==> src/rtl/fetch_pkg.sv <==
// Shared types and constants for the instruction-fetch stage.
package fetch_pkg;

  typedef enum logic [1:0] {
    BOOT,
    RUN,
    HALT
  } fetch_state_t;

  typedef enum logic [1:0] {
    PC_HOLD,
    PC_INC,
    PC_TARGET
  } pc_sel_t;

  localparam logic [31:0] INSTR_ZERO       = 32'h0;
  localparam logic [31:0] PC_STEP          = 32'd4;
  localparam logic [31:0] DEFAULT_RESET_PC = 32'h0000_0000;

endpackage

==> src/rtl/fetch_pc_reg.sv <==
// Program counter register with next-PC select: hold, +4, or word-aligned redirect target.
module fetch_pc_reg
  import fetch_pkg::*;
#(
  parameter int unsigned      XLEN     = 32,
  parameter logic [XLEN-1:0]  RESET_PC = XLEN'(DEFAULT_RESET_PC)
) (
  input  logic            clk,
  input  logic            rst,
  input  logic [1:0]      pc_sel,
  input  logic [XLEN-1:0] target,
  output logic [XLEN-1:0] pc
);

  logic [XLEN-1:0] pc_d, pc_q;

  always_comb begin
    pc_d = pc_q;
    case (pc_sel)
      PC_INC:    pc_d = pc_q + XLEN'(PC_STEP);
      PC_TARGET: pc_d = {target[XLEN-1:2], 2'b00};
      default:   pc_d = pc_q;
    endcase
  end

  always_ff @(posedge clk or posedge rst) begin
    if (rst) begin
      pc_q <= RESET_PC;
    end else begin
      pc_q <= pc_d;
    end
  end

  assign pc = pc_q;

endmodule

==> src/rtl/fetch_unit.sv <==
// Instruction-fetch stage: PC, IF/ID register, stall/redirect/halt control.
// Optional FETCH_MISALIGN_CHECK_EN rejects misaligned redirects and raises a sticky error.
module fetch_unit
  import fetch_pkg::*;
#(
  parameter int unsigned     AW       = 8,
  parameter int unsigned     XLEN     = 32,
  parameter logic [XLEN-1:0] RESET_PC = XLEN'(DEFAULT_RESET_PC)
) (
  input  logic            clk,
  input  logic            rst,
  output logic [AW-1:0]   imem_addr,
  input  logic [XLEN-1:0] imem_rdata,
  input  logic            stall,
  input  logic            redirect_valid,
  input  logic [XLEN-1:0] redirect_target,
  output logic [XLEN-1:0] if_pc,
  output logic [XLEN-1:0] if_pc_plus4,
  output logic [XLEN-1:0] if_instr,
  output logic            if_valid,
  output logic            halted,
  output logic            misalign_err
);

  fetch_state_t    state_d, state_q;
  pc_sel_t         pc_sel;
  logic [XLEN-1:0] pc_r;
  logic [XLEN-1:0] if_pc_d, if_pc_q;
  logic [XLEN-1:0] if_pc_plus4_d, if_pc_plus4_q;
  logic [XLEN-1:0] if_instr_d, if_instr_q;
  logic            if_valid_d, if_valid_q;
  logic            misalign_err_d, misalign_err_q;
  logic            target_bad;

`ifdef FETCH_MISALIGN_CHECK_EN
  assign target_bad = |redirect_target[1:0];
`else
  assign target_bad = 1'b0;
`endif

  fetch_pc_reg #(
    .XLEN     (XLEN),
    .RESET_PC (RESET_PC)
  ) u_pc_reg (
    .clk    (clk),
    .rst    (rst),
    .pc_sel (pc_sel),
    .target (redirect_target),
    .pc     (pc_r)
  );

  always_comb begin
    state_d        = state_q;
    pc_sel         = PC_HOLD;
    if_pc_d        = if_pc_q;
    if_pc_plus4_d  = if_pc_plus4_q;
    if_instr_d     = if_instr_q;
    if_valid_d     = if_valid_q;
    misalign_err_d = misalign_err_q;
    case (state_q)
      BOOT: state_d = RUN;
      RUN: begin
        if (redirect_valid) begin
          if_valid_d = 1'b0;
          if (target_bad) begin
            misalign_err_d = 1'b1;
            state_d        = HALT;
          end else begin
            pc_sel = PC_TARGET;
          end
        end else if (!stall) begin
          // An all-zero word marks unmapped memory: stop instead of capturing it.
          if (imem_rdata == XLEN'(INSTR_ZERO)) begin
            if_valid_d = 1'b0;
            state_d    = HALT;
          end else begin
            if_instr_d    = imem_rdata;
            if_pc_d       = pc_r;
            if_pc_plus4_d = pc_r + XLEN'(PC_STEP);
            if_valid_d    = 1'b1;
            pc_sel        = PC_INC;
          end
        end
      end
      HALT: begin
        if_valid_d = 1'b0;
        if (redirect_valid) begin
          if (target_bad) begin
            misalign_err_d = 1'b1;
          end else begin
            pc_sel  = PC_TARGET;
            state_d = RUN;
          end
        end
      end
      default: state_d = BOOT;
    endcase
  end

  always_ff @(posedge clk or posedge rst) begin
    if (rst) begin
      state_q        <= BOOT;
      if_pc_q        <= '0;
      if_pc_plus4_q  <= '0;
      if_instr_q     <= '0;
      if_valid_q     <= 1'b0;
      misalign_err_q <= 1'b0;
    end else begin
      state_q        <= state_d;
      if_pc_q        <= if_pc_d;
      if_pc_plus4_q  <= if_pc_plus4_d;
      if_instr_q     <= if_instr_d;
      if_valid_q     <= if_valid_d;
      misalign_err_q <= misalign_err_d;
    end
  end

  assign imem_addr    = pc_r[AW-1:0];
  assign if_pc        = if_pc_q;
  assign if_pc_plus4  = if_pc_plus4_q;
  assign if_instr     = if_instr_q;
  assign if_valid     = if_valid_q;
  assign halted       = (state_q == HALT);
  assign misalign_err = misalign_err_q;

endmodule

==> config.mk <==
export PLATFORM = sky130hd
export DESIGN_NAME = fetch_unit
export DESIGN_NICKNAME = d
export VERILOG_FILES = /design/src/rtl/fetch_pkg.sv /design/src/rtl/fetch_pc_reg.sv /design/src/rtl/fetch_unit.sv
export SDC_FILE = /design/constraint.sdc
export NUM_CORES = 1
export LEC_CHECK = 0
export ABC_AREA = 1
export CAP_MARGIN = 20
export CORE_AREA = 5 5 122 124
export CTS_CLUSTER_SIZE = 14
export DETAILED_ROUTE_END_ITERATION = 10
export DIE_AREA = 0 0 127 129
export PLACE_DENSITY = 0.89
export SYNTH_ARGS = -nofsm -noshare
export SYNTH_HDL_FRONTEND = slang
export SYNTH_SLANG_ARGS = --single-unit
==> constraint.sdc <==
create_clock -name clk -period 5.5 [get_ports clk]
set_input_delay 0.825 -clock clk [delete_from_list [all_inputs] [get_ports clk]]
set_output_delay 0.825 -clock clk [all_outputs]
set_load 0.02 [all_outputs]
==> out/metrics.yaml, run 1 <==
area_growth_pct: 35.2
synth_async_sr_flop_share: 1.00
grt_max_degree: 95
arrival_ns: 3.72
yosysSeqAreaShare: 0.482
fp.dieW_um: 127
yosysMostFrequentCell: "nand2_1"
syn_area_sq_um: 6490
max_freq_mhz: 290
crit_chain: "clkdlybuf4s50_1, nor2_1, nand2_1, nor2_1, nand2_1, inv_1, nand2_1, nand3_4, ha_1, buf_4, clkinv_1, buf_4, o21ai_0, o22ai_1"
dieArea_sq_um: 16400
irDropWorstVdd_mv: 0.245
synth_xor_area_frac: 0.00944
period_share: 0.628
cts_buffers: 17
synth_seq_cells: 125
synthDistinctLibCells: 30
setup_violations: 0
path_class: "in2reg"
ys_warn_count: 0
p_leak_uw: 0.00432
first_pass_iters: 5
status: "finished clean"
synth.top_cell.area_share: 0.482
rows: 43
cts.clk_slew.worst_paths_ns: 0.05
cts_tree: "built"
cp_slowest_stage_delay_ns: 0.65
syn_inst: 880
p_per_area_nw_per_um2: 513
fin_nets: 1098
crit_required_ns: 5.76
drt-total-wl_mm: 18.4
ctsResizeCount: 0
drcViolationCount: 0
finalInstanceArea_sq_um: 8780
path_buf_inv: 5
finish.utilization: 0.642
clock-root-buffer: "clkbuf_16"
yosys.area_share.simple: 0.384
insertedDiodeCount: 0
dr.first_iter.drc_count: 393
ctsHtreeMaxLevel: 4
cpMostUsedCell: "nand2_1"
syn_avg_cell_area_sq_um: 7.38
synth_common_cells: "nand2_1 (357), dfrtp_1 (125), nand3_1 (118)"
core_sq_um: 13700
fillCellCount: 1146
cp_top_family: "buffers and inverters"
clkLatencyLatePin_ns: 0.41
synth_area_leader_cell: "dfrtp_1"
post_cts_buffers: 0
io_buffer_count: 165
route.antenna.remaining_nets: 0
slew_violations: 0
antenna_found_initial: 0
synth-compound-area-share: 0.0360
gp_congestion: 0.930
num_io_pins: 175
layout-drive-gt1-share: 0.0571
hold_class: "reg2reg"
fin_tns_setup_ns: 0
cap_violations: 0
tightestPinTransition_ns: 1.00
finalHoldViolations: 0
synth-edff-count: 0
wl_per_cell_um: 15.1
whs_ns: 0.474
vias: 6216
synthMuxAreaShare: 0
place_area_sq_um: 8170
synth_top_family_by_area: "simple AND/OR/NAND/NOR gates"
grtUsageTotal: 0.232
dp_hpwl_mm: 12.7
hold_buffers: 0
start_util: 0.475
cts.path.max_buffers: 2
cp_slowest_cell: "clkinv_1"
grt_pass1_vias: 6103
synth_area_leaders: "dfrtp_1 (48%), nand2_1 (21%), nand3_1 (9.1%), nor2_1 (5.7%), buf_4 (2.8%)"
fin_crit_ns: 3.45
relSlewSlack: 0.330
fin_skew_ns: 0.00943
grt_pass1_wl_mm: 30.4
report.power.total_uw: 4500
viasPerCell: 5.12
critPathLaunchType: "input pin"
yosys.area_share.adder: 0.0135
grt-ovfl-total: 0
grt_setup_unrepaired: "false"
ys.flop_type: "dfrtp_1"
fp.dieH_um: 129
cts_sinks: 125
endpoint_kind: "flip-flop"
cp_max_fo: 27
worst register-to-register path, cell delays in order (launching register included):
cell      delay [ns]
dfrtp_1         0.43
inv_1           0.13
ha_1            0.29
inv_1           0.14
a21oi_1         0.15
ha_1            0.16
buf_4           0.24
clkinv_1        0.65
buf_4           0.44
o21ai_0         0.20
o22ai_1         0.11
flip-flops by register name, summed over array words and instances, names as in the netlist:
name	flops
if_instr	32
if_pc	30
if_pc_plus4	30
if_valid	1
state_q	2
u_pc_reg.pc	30
final timing paths:
path | start | endpoint | slack [ns] | cells past startpoint
setup / recovery | imem_rdata[22] | u_pc_reg.pc[10] | 2.05 | 14
hold / removal | if_pc[4] | if_pc[4] | 0.47 | 2
setup reg to reg | state_q[1] | u_pc_reg.pc[10] | 2.41 | 10
hold reg to reg | if_pc[4] | if_pc[4] | 0.47 | 2
max in group asynchronous | rst | if_pc_plus4[28] | 3.63 | 3
min in group asynchronous | rst | if_pc[5] | 0.89 | 2
per-layer routing:
layer	up-vias	global-route usage	wire length (um)
li1	3050	-	-
met2	263	0.370	8560
met5	-	0	0
met4	0	0.0751	393
met1	2869	0.308	7920
met3	34	0.0639	1500
power by group:
part	total, uW	internal, uW	leakage [uW]	switching [uW]
registers	1530	1230	0.00154	301
clock network	1160	776	0.000293	383
logic	1810	751	0.00249	1060
total	4500	2760	0.00432	1740
metrics by stage:
step	instances	worst slack (ns)
after floorplan	886	1.35
after global placement	1184	1.72
after detailed placement	1184	1.65
after CTS	1214	2.06
after global routing	1214	1.80
final	1214	2.05
cell families (layout without fill, tap and decap cells):
group,Yosys count,after routing
DFF,125,125
adders and majority gates,7,7
xor gates and xnor gates,7,7
and+or+nand+nor,595,595
AOI/OAI and AO/OA,44,44
other,1,7
buffers and inverters,101,249
layout make-up:
cell class	count	area, sq um	share of cell area
Sequential cell	125	3130	0.356
Multi-Input combinational cell	660	2930	0.334
Timing Repair Buffer	174	1720	0.196
Clock buffer	23	468	0.0533
Tap cell	180	225	0.0257
Inverter	45	171	0.0195
Clock inverter	7	138	0.0157
placed cells by master, fill, tap and decap left out, types with 7 or more instances in the layout:
master	Yosys	layout
nand3_1	118	117
clkbuf_16	0	17
conb_1	1	7
nand2_1	357	357
dfrtp_1	125	125
o21ai_1	15	15
buf_4	24	9
ha_1	7	7
clkdlybuf4s50_1	0	165
nor2_1	99	97
a21oi_1	10	10
nor2_4	5	7
inv_1	41	40
o21ai_0	12	12
No activity file was read; power rests on OpenSTA's default activity.
==> run 2: changes to the inputs <==
Settings changed: CORE_AREA 5 5 122 124 to 5 5 128 130, DIE_AREA 0 0 127 129 to 0 0 133 135, PLACE_DENSITY 0.89 to 0.86.
Clock period 5.5 ns to 3 ns, I/O delays scaled along.
==> out/metrics.yaml, run 2 (same netlist as run 1, synthesis figures left out) <==
io_buffer_count: 165  # unchanged
fin_nets: 1103  # +0.46%
largest_reg_flops: 32  # unchanged
rows: 45  # +4.7%
vias: 6270  # +0.87%
cts.path.max_buffers: 2  # unchanged
insertedDiodeCount: 0  # unchanged
clkLatencyLatePin_ns: 0.42  # about the same
dr.first_iter.drc_count: 490  # +25%
tightestPinTransition_ns: 0.961  # -0.0437 ns
p_switching_uw: 3280  # +88%
cp-startpoint: "imem_rdata[18]"
gp_congestion: 0.901  # -3.1%
r2r-start: "state_q[1]"
route.antenna.remaining_nets: 0  # unchanged
irDropWorstVdd_mv: 0.469  # +92%
layout-drive-gt1-share: 0.0663  # +0.00922
critPathLaunchType: "input pin"
grt-ovfl-total: 0  # unchanged
fin_tns_setup_ns: 0  # unchanged
fin_skew_ns: 0.00876  # -0.000675 ns
pwr-share-seq: 0.335  # -0.006
r2r-end: "u_pc_reg.pc[10]"
p_leak_uw: 0.00437  # +1.0%
setup_violations: 0  # unchanged
post_cts_buffers: 0  # unchanged
layout_common_cells: "nand2_1 (357), clkdlybuf4s50_1 (165), dfrtp_1 (125)"
swShare: 0.390  # +0.00228
period_share: 0.767
num_io_pins: 175  # unchanged
grt_pass1_wl_mm: 31.9  # +4.6%
cts_buffers: 17  # unchanged
wl_per_cell_um: 15.7  # +3.9%
finish.utilization: 0.592  # -0.0501
clock-root-buffer: "clkbuf_16"
hold_buffers: 0  # unchanged
arrival_ns: 2.63  # -1.09 ns
crit_end: "u_pc_reg.pc[10]"
cts.clk_slew.worst_paths_ns: 0.05  # about the same
dp_slack_ns: 0.261  # -1.39 ns
ctsResizeCount: 0  # unchanged
rr_worst_depth: 8  # -2
fin_crit_ns: 2.30
ctsHtreeMaxLevel: 4  # unchanged
p_per_area_nw_per_um2: 945  # +84%
endpoint_kind: "flip-flop"
antenna_found_initial: 0  # unchanged
hold_class: "in2async"
clkPwrFrac: 0.265  # +0.008
relSlewSlack: 0.359  # +0.0292
first_pass_iters: 6  # +1
drcViolationCount: 0  # unchanged
cp_slowest_stage_delay_ns: 0.52  # -0.13 ns
cp_slowest_cell: "clkdlybuf4s50_1"
cts_tree: "built"
cts_sinks: 125  # unchanged
ff2ff_setup_slack_ns: 0.71  # -1.70 ns
crit_required_ns: 3.33  # -2.43 ns
start_util: 0.432  # -0.0432
dieArea_sq_um: 18000  # +9.6%
grt_pass1_vias: 6309  # +3.4%
layoutNonFillerInstCount: 1229  # +1.2%
max_freq_mhz: 434
grtUsageTotal: 0.222  # -0.00998
layout_commonest_cell: "nand2_1"
fin_ws_ns: 0.698  # -1.35 ns
path_class: "in2reg"
cp_max_fo: 20  # -26%
internal_power_uw: 5130  # +86%
grt_max_degree: 95  # unchanged
fp.dieW_um: 133  # +4.7%
pwr-share-comb: 0.400  # -0.002
drt-total-wl_mm: 19.3  # +5.2%
fp.dieH_um: 135  # +4.7%
finalHoldViolations: 0  # unchanged
area_growth_pct: 37.2
core_sq_um: 15000  # +10%
dp_hpwl_mm: 13.7  # +7.4%
dp_cells: 1197  # +1.1%
cap_violations: 0  # unchanged
fillCellCount: 1360  # +19%
status: "finished clean"
slew_violations: 0  # unchanged
viasPerCell: 5.10  # -0.36%
crit_chain: "clkdlybuf4s50_1, nor2_1, nand2_1, nor2_1, nand2_1, inv_1, nand2_1, nand3_4, ha_1, inv_1, o21ai_0, o22ai_1"
grt_setup_unrepaired: "false"
cpMostUsedCell: "nand2_1"
run 2: worst min path at each step:
stage                            start           end  slack, ns  depth (start not counted)
final                              rst     if_pc[16]       0.46                          2
after global routing      if_instr[19]  if_instr[19]       0.49                          2
after CTS                          rst      if_valid       0.47                          2
after detailed placement  if_instr[31]  if_instr[31]       0.46                          2
after global placement    if_instr[25]  if_instr[25]       0.46                          2
after floorplan             state_q[1]    state_q[1]       0.49                          2
run 2: layout make-up:
| cell class | count | area (sq um) | share of cell area |
|---|---|---|---|
| sequential | 125 | 3130 | 0.351 |
| timing repair buffer | 179 | 1790 | 0.201 |
| clock buffer | 22 | 484 | 0.0544 |
| multi-input combinational | 660 | 2930 | 0.329 |
| inverter | 45 | 173 | 0.0194 |
| tap | 188 | 235 | 0.0264 |
| clock inverter | 10 | 160 | 0.0180 |
run 2: power by group through the flow:
stage / Clock [uW] / Combinational, uW / Sequential [uW]
after floorplan: 0 / 1670 / 3140
after global placement: 0 / 3300 / 2800
after detailed placement: 0 / 3380 / 2830
after CTS: 2260 / 3400 / 2810
after global routing: 2360 / 3720 / 2900
final: 2230 / 3360 / 2820
run 2: through the flow:
stage | total power, uW | hold slack (ns) | instance area [sq um]
2_1_floorplan | 4810 | 0.491 | 6520
3_3_place_gp | 6100 | 0.462 | 8260
3_5_place_dp | 6210 | 0.464 | 8260
4_1_cts | 8470 | 0.474 | 8900
5_1_grt | 8970 | 0.492 | 8900
6_report | 8410 | 0.456 | 8900
run 2: critical path, delay by kind of cell:
family	cells	cell delay, ns
compound gates	2	0.35
fa+ha+maj	1	0.33
simple gates	6	0.46
buf+inv	3	1.03
run 2: per-layer routing:
| layer | share of wire | vias to the layer above | global-route usage | routed length (um) |
|---|---|---|---|---|
| li1 | - | 3046 | - | - |
| met5 | 0 | - | 0 | 0 |
| met4 | 0.025 | 0 | 0.0849 | 486 |
| met2 | 0.48 | 252 | 0.364 | 9310 |
| met3 | 0.067 | 34 | 0.0540 | 1290 |
| met1 | 0.43 | 2938 | 0.284 | 8240 |
